## src/rtl/inert_serf_pkg.sv

```systemverilog
// Shared definitions for the inert_serf SPI register slave.
//   - Register map addresses (7-bit SPI address space)
//   - Default WHO_AM_I identity byte
//   - Frame geometry constants for the bit counter
//   - Frame FSM state encoding
package inert_serf_pkg;

  localparam logic [6:0] ADDR_INT_CTRL = 7'h0D;
  localparam logic [6:0] ADDR_WHO_AM_I = 7'h0F;
  localparam logic [6:0] ADDR_CFG      = 7'h10;
  localparam logic [6:0] ADDR_YAW_L    = 7'h26;
  localparam logic [6:0] ADDR_YAW_H    = 7'h27;

  localparam logic [7:0] WHO_AM_I_DEFAULT = 8'h6A;

  // Bit counter counts SCLK rises in a frame and saturates at FRAME_BITS.
  localparam logic [4:0] FRAME_BITS = 5'd16;
  localparam logic [4:0] CMD_BITS   = 5'd8;
  // Counter value seen on the rise that completes the command byte.
  localparam logic [4:0] CMD_LAST   = 5'd7;

  typedef enum logic [1:0] {
    ST_IDLE = 2'd0,
    ST_CMD  = 2'd1,
    ST_DATA = 2'd2
  } state_t;

endpackage

```

## src/rtl/serf_sync_edge.sv

```systemverilog
// Two-flop synchronizer for an asynchronous pin plus single-cycle
// rise/fall strobes derived from the synchronized level.
// A pin edge shows up as a strobe acted on at the third clk edge.
//   clk   : system clock
//   rst   : asynchronous active-high reset
//   din   : asynchronous input pin
//   rise  : one-clk strobe, synchronized 0->1
//   fall  : one-clk strobe, synchronized 1->0
// RST_VAL is the idle level of the pin; all three flops reset to it so
// no spurious edge is produced when reset is released with the pin idle.
module serf_sync_edge #(
  parameter logic RST_VAL = 1'b0
) (
  input  logic clk,
  input  logic rst,
  input  logic din,
  output logic rise,
  output logic fall
);

  logic meta;
  logic sync;
  logic prev;

  always_ff @(posedge clk or posedge rst) begin
    if (rst) begin
      meta <= RST_VAL;
      sync <= RST_VAL;
      prev <= RST_VAL;
    end else begin
      meta <= din;
      sync <= meta;
      prev <= sync;
    end
  end

  assign rise = sync & ~prev;
  assign fall = ~sync & prev;

endmodule

```

## src/rtl/inert_serf.sv

```systemverilog
// SPI register slave exposing a yaw-rate sample, a config register and a
// data-ready interrupt. SPI mode 3 (SCLK idles high, sampled on rise),
// 16-bit frames: bit15 R/W (1 = read), bits14:8 address, bits7:0 data.
//
// Ports:
//   clk     : system clock, all state on rising edge
//   RST     : asynchronous active-high reset
//   SS_n    : SPI select, active low (asynchronous to clk)
//   SCLK    : SPI clock from the monarch (asynchronous to clk)
//   MOSI    : serial command/data in, MSB first
//   MISO    : serial read data out, MSB first, 0 while SS_n is high
//   INT     : yaw data-ready interrupt, active high
//   yaw_in  : new yaw-rate sample
//   yaw_vld : one-clk strobe qualifying yaw_in
//   cfg     : current contents of CFG (0x10)
//
// Build option: define INERT_SERF_INT_EN to implement INT_CTRL (0x0D) and
// the interrupt. Without it INT is tied low and INT_CTRL reads 0x00.
module inert_serf
  import inert_serf_pkg::*;
#(
  parameter logic [7:0] WHO_AM_I = WHO_AM_I_DEFAULT
) (
  input  logic        clk,
  input  logic        RST,
  input  logic        SS_n,
  input  logic        SCLK,
  input  logic        MOSI,
  output logic        MISO,
  output logic        INT,
  input  logic [15:0] yaw_in,
  input  logic        yaw_vld,
  output logic [7:0]  cfg
);

  logic        ss_rise;
  logic        ss_fall;
  logic        sclk_rise;
  logic        sclk_fall;
  logic        mosi_meta;
  logic        mosi_sync;

  state_t      state;
  logic [4:0]  bit_cnt;
  logic [15:0] rx;
  logic [7:0]  tx;
  logic        cmd_rd;
  logic [6:0]  cmd_addr;

  logic [7:0]  cfg_q;
  logic [15:0] yaw;
  logic [15:0] yaw_hold;
  logic        yaw_pend;
  logic [7:0]  int_ctrl;
  logic        int_q;

  logic [6:0]  rd_addr;
  logic [7:0]  rd_data;
  logic        yaw_block;
  logic        yaw_cap;
  logic [15:0] yaw_cap_val;
  logic        frame_done;
  logic        wr_en;
  logic [6:0]  wr_addr;

  serf_sync_edge #(.RST_VAL(1'b1)) u_ss_sync (
    .clk  (clk),
    .rst  (RST),
    .din  (SS_n),
    .rise (ss_rise),
    .fall (ss_fall)
  );

  serf_sync_edge #(.RST_VAL(1'b1)) u_sclk_sync (
    .clk  (clk),
    .rst  (RST),
    .din  (SCLK),
    .rise (sclk_rise),
    .fall (sclk_fall)
  );

  // MOSI only needs a level; it is stable around SCLK rise, and its
  // synchronizer has the same depth as the one feeding sclk_rise.
  always_ff @(posedge clk or posedge RST) begin
    if (RST) begin
      mosi_meta <= 1'b0;
      mosi_sync <= 1'b0;
    end else begin
      mosi_meta <= MOSI;
      mosi_sync <= mosi_meta;
    end
  end

  // On the 8th rise the command byte is {rx[6:0], mosi_sync}, so the
  // address is decoded before the shift register has absorbed it.
  always_comb begin
    rd_addr = {rx[5:0], mosi_sync};
    case (rd_addr)
      ADDR_INT_CTRL: rd_data = int_ctrl;
      ADDR_WHO_AM_I: rd_data = WHO_AM_I;
      ADDR_CFG:      rd_data = cfg_q;
      ADDR_YAW_L:    rd_data = yaw[7:0];
      ADDR_YAW_H:    rd_data = yaw[15:8];
      default:       rd_data = 8'h00;
    endcase
  end

  // A frame only counts if all 16 bits arrived before SS_n rose; anything
  // else is dropped without side effects.
  always_comb begin
    frame_done = ss_rise && (state != ST_IDLE) && (bit_cnt == FRAME_BITS);
    wr_en      = frame_done && !rx[15];
    wr_addr    = rx[14:8];
  end

  // Hold off yaw updates while a YAW byte is being shifted out so a read
  // of L then H never mixes two samples; the newest sample is parked.
  always_comb begin
    yaw_block   = (state == ST_DATA) && cmd_rd &&
                  ((cmd_addr == ADDR_YAW_L) || (cmd_addr == ADDR_YAW_H));
    yaw_cap     = !yaw_block && (yaw_vld || yaw_pend);
    yaw_cap_val = yaw_vld ? yaw_in : yaw_hold;
  end

  always_ff @(posedge clk or posedge RST) begin
    if (RST) begin
      state    <= ST_IDLE;
      bit_cnt  <= 5'd0;
      rx       <= 16'h0000;
      tx       <= 8'h00;
      cmd_rd   <= 1'b0;
      cmd_addr <= 7'h00;
    end else if (ss_rise) begin
      state <= ST_IDLE;
    end else if (ss_fall) begin
      state   <= ST_CMD;
      bit_cnt <= 5'd0;
      cmd_rd  <= 1'b0;
    end else if (state != ST_IDLE) begin
      if (sclk_rise) begin
        rx <= {rx[14:0], mosi_sync};
        if (bit_cnt != FRAME_BITS) begin
          bit_cnt <= bit_cnt + 5'd1;
        end
        if (bit_cnt == CMD_LAST) begin
          state    <= ST_DATA;
          cmd_rd   <= rx[6];
          cmd_addr <= rd_addr;
          tx       <= rx[6] ? rd_data : 8'h00;
        end
      end else if (sclk_fall && (state == ST_DATA) &&
                   (bit_cnt > CMD_BITS) && (bit_cnt < FRAME_BITS)) begin
        // Falls after rises 9..15: bit 7 stays on MISO through rise 9,
        // then one new bit per fall, bit 0 lands in time for rise 16.
        tx <= {tx[6:0], 1'b0};
      end
    end
  end

  always_ff @(posedge clk or posedge RST) begin
    if (RST) begin
      cfg_q    <= 8'h00;
      yaw      <= 16'h0000;
      yaw_hold <= 16'h0000;
      yaw_pend <= 1'b0;
    end else begin
      if (wr_en && (wr_addr == ADDR_CFG)) begin
        cfg_q <= rx[7:0];
      end
      if (yaw_cap) begin
        yaw <= yaw_cap_val;
      end
      if (yaw_block && yaw_vld) begin
        yaw_hold <= yaw_in;
        yaw_pend <= 1'b1;
      end else if (yaw_cap) begin
        yaw_pend <= 1'b0;
      end
    end
  end

`ifdef INERT_SERF_INT_EN
  logic rd_clr;

  assign rd_clr = frame_done && rx[15] && (rx[14:8] == ADDR_YAW_H);

  // Set has priority over clear; disabling the enable leaves a pending
  // interrupt in place until YAW_H is read.
  always_ff @(posedge clk or posedge RST) begin
    if (RST) begin
      int_ctrl <= 8'h00;
      int_q    <= 1'b0;
    end else begin
      if (wr_en && (wr_addr == ADDR_INT_CTRL)) begin
        int_ctrl <= rx[7:0];
      end
      if (yaw_cap && int_ctrl[1]) begin
        int_q <= 1'b1;
      end else if (rd_clr) begin
        int_q <= 1'b0;
      end
    end
  end
`else
  assign int_ctrl = 8'h00;
  assign int_q    = 1'b0;
`endif

  // Gated by the raw pin so MISO drops the moment the monarch deselects.
  assign MISO = ~SS_n & tx[7];
  assign INT  = int_q;
  assign cfg  = cfg_q;

endmodule

```

## config.mk

```make
export PLATFORM = sky130hd
export DESIGN_NAME = inert_serf
export DESIGN_NICKNAME = d
export VERILOG_FILES = /design/src/rtl/inert_serf_pkg.sv /design/src/rtl/serf_sync_edge.sv /design/src/rtl/inert_serf.sv
export SDC_FILE = /design/constraint.sdc
export NUM_CORES = 1
export LEC_CHECK = 0
export CORE_MARGIN = 2
export CORE_UTILIZATION = 60
export CTS_BUF_LIST = sky130_fd_sc_hd__clkbuf_4 sky130_fd_sc_hd__clkbuf_8
export CTS_CLUSTER_SIZE = 24
export DETAILED_ROUTE_END_ITERATION = 8
export PLACE_DENSITY_LB_ADDON = 0.08
export SLEW_MARGIN = 30
export SYNTH_ARGS = -nofsm -noshare
export SYNTH_HDL_FRONTEND = slang
export SYNTH_HIERARCHICAL = 1
export SYNTH_SLANG_ARGS = --single-unit
```

## constraint.sdc

```tcl
create_clock -name clk -period 3.43 [get_ports clk]
set_input_delay 0.8575 -clock clk [delete_from_list [all_inputs] [get_ports clk]]
set_output_delay 0.8575 -clock clk [all_outputs]
set_load 0.005 [all_outputs]
```

==> impl_metrics.json <==
{
  "design.die.area_sq_um": 7290,
  "post-route-drc-count": 0,
  "leakagePower_nw": 2.07,
  "routed-via-count": 2528,
  "cts.path.max_buffers": 2,
  "syn_area_per_cell_sq_um": 12.9,
  "timing.rr.start": "u_ss_sync/sync",
  "ys_seq_area_share_pct": 55.0,
  "grt_pass1_vias": 2533,
  "route.antenna.remaining_nets": 0,
  "slew_headroom_pct": 45.6,
  "critical_path.startpoint": "SS_n",
  "final.setup.tns_ns": 0,
  "worstRegToRegCells": 5,
  "placement.io_buffers": 30,
  "die-height_microns": 85.4,
  "synthDominantAreaCellType": "dfrtp_1",
  "post_synth_inst_count": 309,
  "multi_input_area_sq_um": 1700,
  "yosysUniqueCellTypes": 44,
  "layout.cells.most_common_list": "dfrtp_1, mux2_2, clkdlybuf4s50_1",
  "place_worst_setup_slack_ns": 0.602,
  "numCtsBuffers": 9,
  "viasPerCell": 5.99,
  "nFillCells": 462,
  "synth_flop_cell": "dfrtp_1",
  "die_width_microns": 85.4,
  "antennaDiodeCount": 0,
  "power.total_w": 0.00206,
  "layout_worst_path_cycle_share_pct": 80.3,
  "design.core.area_sq_um": 6390,
  "cts.repair.resized": 0,
  "timing.max_cap.violations": 0,
  "grt_max_degree": 35,
  "cellPowerDensity_nw_per_um2": 452,
  "cts_root_buf": "clkbuf_8",
  "yosys_warnings": 6,
  "drt-wirelength-per-cell_microns": 18.3,
  "worst_skew_pair.late_latency_ns": 0.36,
  "worst_pin_slew_ns": 0.810,
  "detail_route.first_pass.iterations": 4,
  "mostFrequentLayoutCell": "dfrtp_1",
  "synth_top_area_share_pct": 51.0,
  "critical_path_arrival_ns": 1.90,
  "grt_antenna_before_repair": 0,
  "synth-edff-count": 0,
  "io_pins": 32,
  "initial_utilization_pct": 62.2,
  "worstPathMaxFanout": 2,
  "power.ir.vdd_worst_v": 0.000301,
  "final.min_clock_period_ns": 2.75,
  "gp_routability_congestion": 0.860,
  "timing.critical_path.from_type": "primary input",
  "fmaxAchievable_ghz": 0.363,
  "finish.utilization_pct": 71.4,
  "min-delay-path-class": "flop to flop",
  "path_class": "primary input to output port",
  "grt_util_overall_pct": 23.4,
  "post_cts_buffers": 0,
  "run_status": "finished, final reports clean",
  "holdWs_ns": 0.355,
  "critical_path_required_ns": 2.57,
  "clk_transition_reported_paths_ns": 0.09,
  "synthToLayoutAreaGrowth_pct": 14.8,
  "std_cell_rows": 29,
  "tritoncts_clock_tree": "yes",
  "worst_r2r_endpoint": "tx[4]",
  "dpl.hpwl_microns": 5320,
  "async_reset_ff_share_pct": 100,
  "drt-initial-drc-count": 143,
  "nets": 364,
  "synth_area_sq_um": 3970,
  "r2r_slack_ns": 0.77,
  "grt_first_pass_wirelength_microns": 13000,
  "netlist_top_cells_area": "dfrtp_1, mux2_2, dfstp_2",
  "grt_setup_unrepaired": "false",
  "cp_capture_point": "MISO",
  "synth.net_count": 333,
  "number_of_sinks_driven_by_the_clock_tree": 87,
  "cts-htree-levels": 3,
  "cp-end-kind": "output port",
  "fin_ws_ns": 0.676,
  "setup_viol": 0,
  "ys_seq_elements": 87,
  "routed_wire_length_microns": 7740,
  "global_route.overflow_total": 0,
  "count_of_endpoints_failing_hold_in_the_final_timing_report": 0,
  "seq_area_sq_um": 2180,
  "final_max_slew_viol_count": 0,
  "cts_hold_buffers": 0,
  "layout_cell_share_with_drive_strength_beyond_1_pct": 32.8,
  "finalClockSkew_ns": 0.0116
}
[routing by layer]
layer / global-route usage [%] / wire [microns] / up-vias / share of wire, %
met2: 34.7 / 3610 / 46 / 47
met3: 3.89 / 246 / 10 / 3.2
met4: 8.66 / 134 / 0 / 1.7
met5: 0 / 0 / - / 0
li1: - / - / 1201 / -
met1: 34.9 / 3750 / 1271 / 48
[worst max-delay path: stages]
cell and delay, ns:
clkdlybuf4s50_1 0.43, nor2b_1 0.11, clkdlybuf4s50_1 0.50
[sequential cells by signal, indices dropped and copies added (netlist names), 2 cells and up]
register,count
tx,8
yaw_hold,16
cmd_addr,6
bit_cnt,5
state,2
rx,16
yaw,16
cfg,8
[metrics by stage]
stage                     cell area (sq um)  std cells
after floorplan                        3970        309
after global placement                 4360        405
after detailed placement               4360        405
after CTS                              4550        421
after global routing                   4560        422
final                                  4560        422
[worst min path at each step]
| stage | startpoint | end | cells past startpoint |
|---|---|---|---|
| after floorplan | mosi_meta | mosi_sync | 0 |
| after detailed placement | u_sclk_sync/meta | u_sclk_sync/sync | 0 |
| after global routing | u_ss_sync/meta | u_ss_sync/sync | 0 |
| after global placement | mosi_meta | mosi_sync | 0 |
| final | u_sclk_sync/meta | u_sclk_sync/sync | 0 |
| after CTS | u_sclk_sync/meta | u_sclk_sync/sync | 0 |
[synthesized netlist by cell type (2+ instances only)]
master,instances
a211oi_1,4
nand3_1,5
nand2_1,5
or2_2,2
buf_2,3
nand4bb_1,2
a221oi_1,4
and3_1,5
nand2b_1,12
nor2b_1,4
a21oi_1,6
mux2i_1,4
nor2_1,7
dfstp_2,6
nand3b_1,6
nor4bb_1,2
clkbuf_1,12
and2b_2,2
inv_1,6
mux2_2,77
a2bb2oi_1,4
nor3_1,3
dfrtp_1,81
ha_1,2
a31oi_1,2
nand4_1,2
o21ai_0,17
nor4b_1,2
o221ai_1,7
[cell families (layout without fill, tap and decap cells)]
family                   Yosys count  after routing  synth area share [%]
AO/OA/AOI/OAI                     50             50                  8.60
adder cells (fa/ha/maj)            2              2                 0.630
buffers and inverters             23             59                  2.36
flip-flops                        87             87                  55.0
multiplexers                      81             81                  22.8
other                              1              1                0.0944
AND/OR/NAND/NOR                   65             65                  10.5
[final cells by class]
cell class	instances	share of cell area [%]
tap	77	2.11
sequential	87	47.9
inverter	6	0.521
clock inverter	7	1.59
multi-input combinational	199	37.2
timing repair buffer	37	8.01
clock buffer	9	2.72
[power by group]
| group | leakage, nW | switching [W] | internal, W |
|---|---|---|---|
| clock | 0.0956 | 0.000369 | 0.000337 |
| combinational | 0.811 | 0.0000964 | 0.000110 |
| sequential | 1.17 | 0.0000735 | 0.00108 |
No activity file was read; power rests on OpenSTA's default activity.
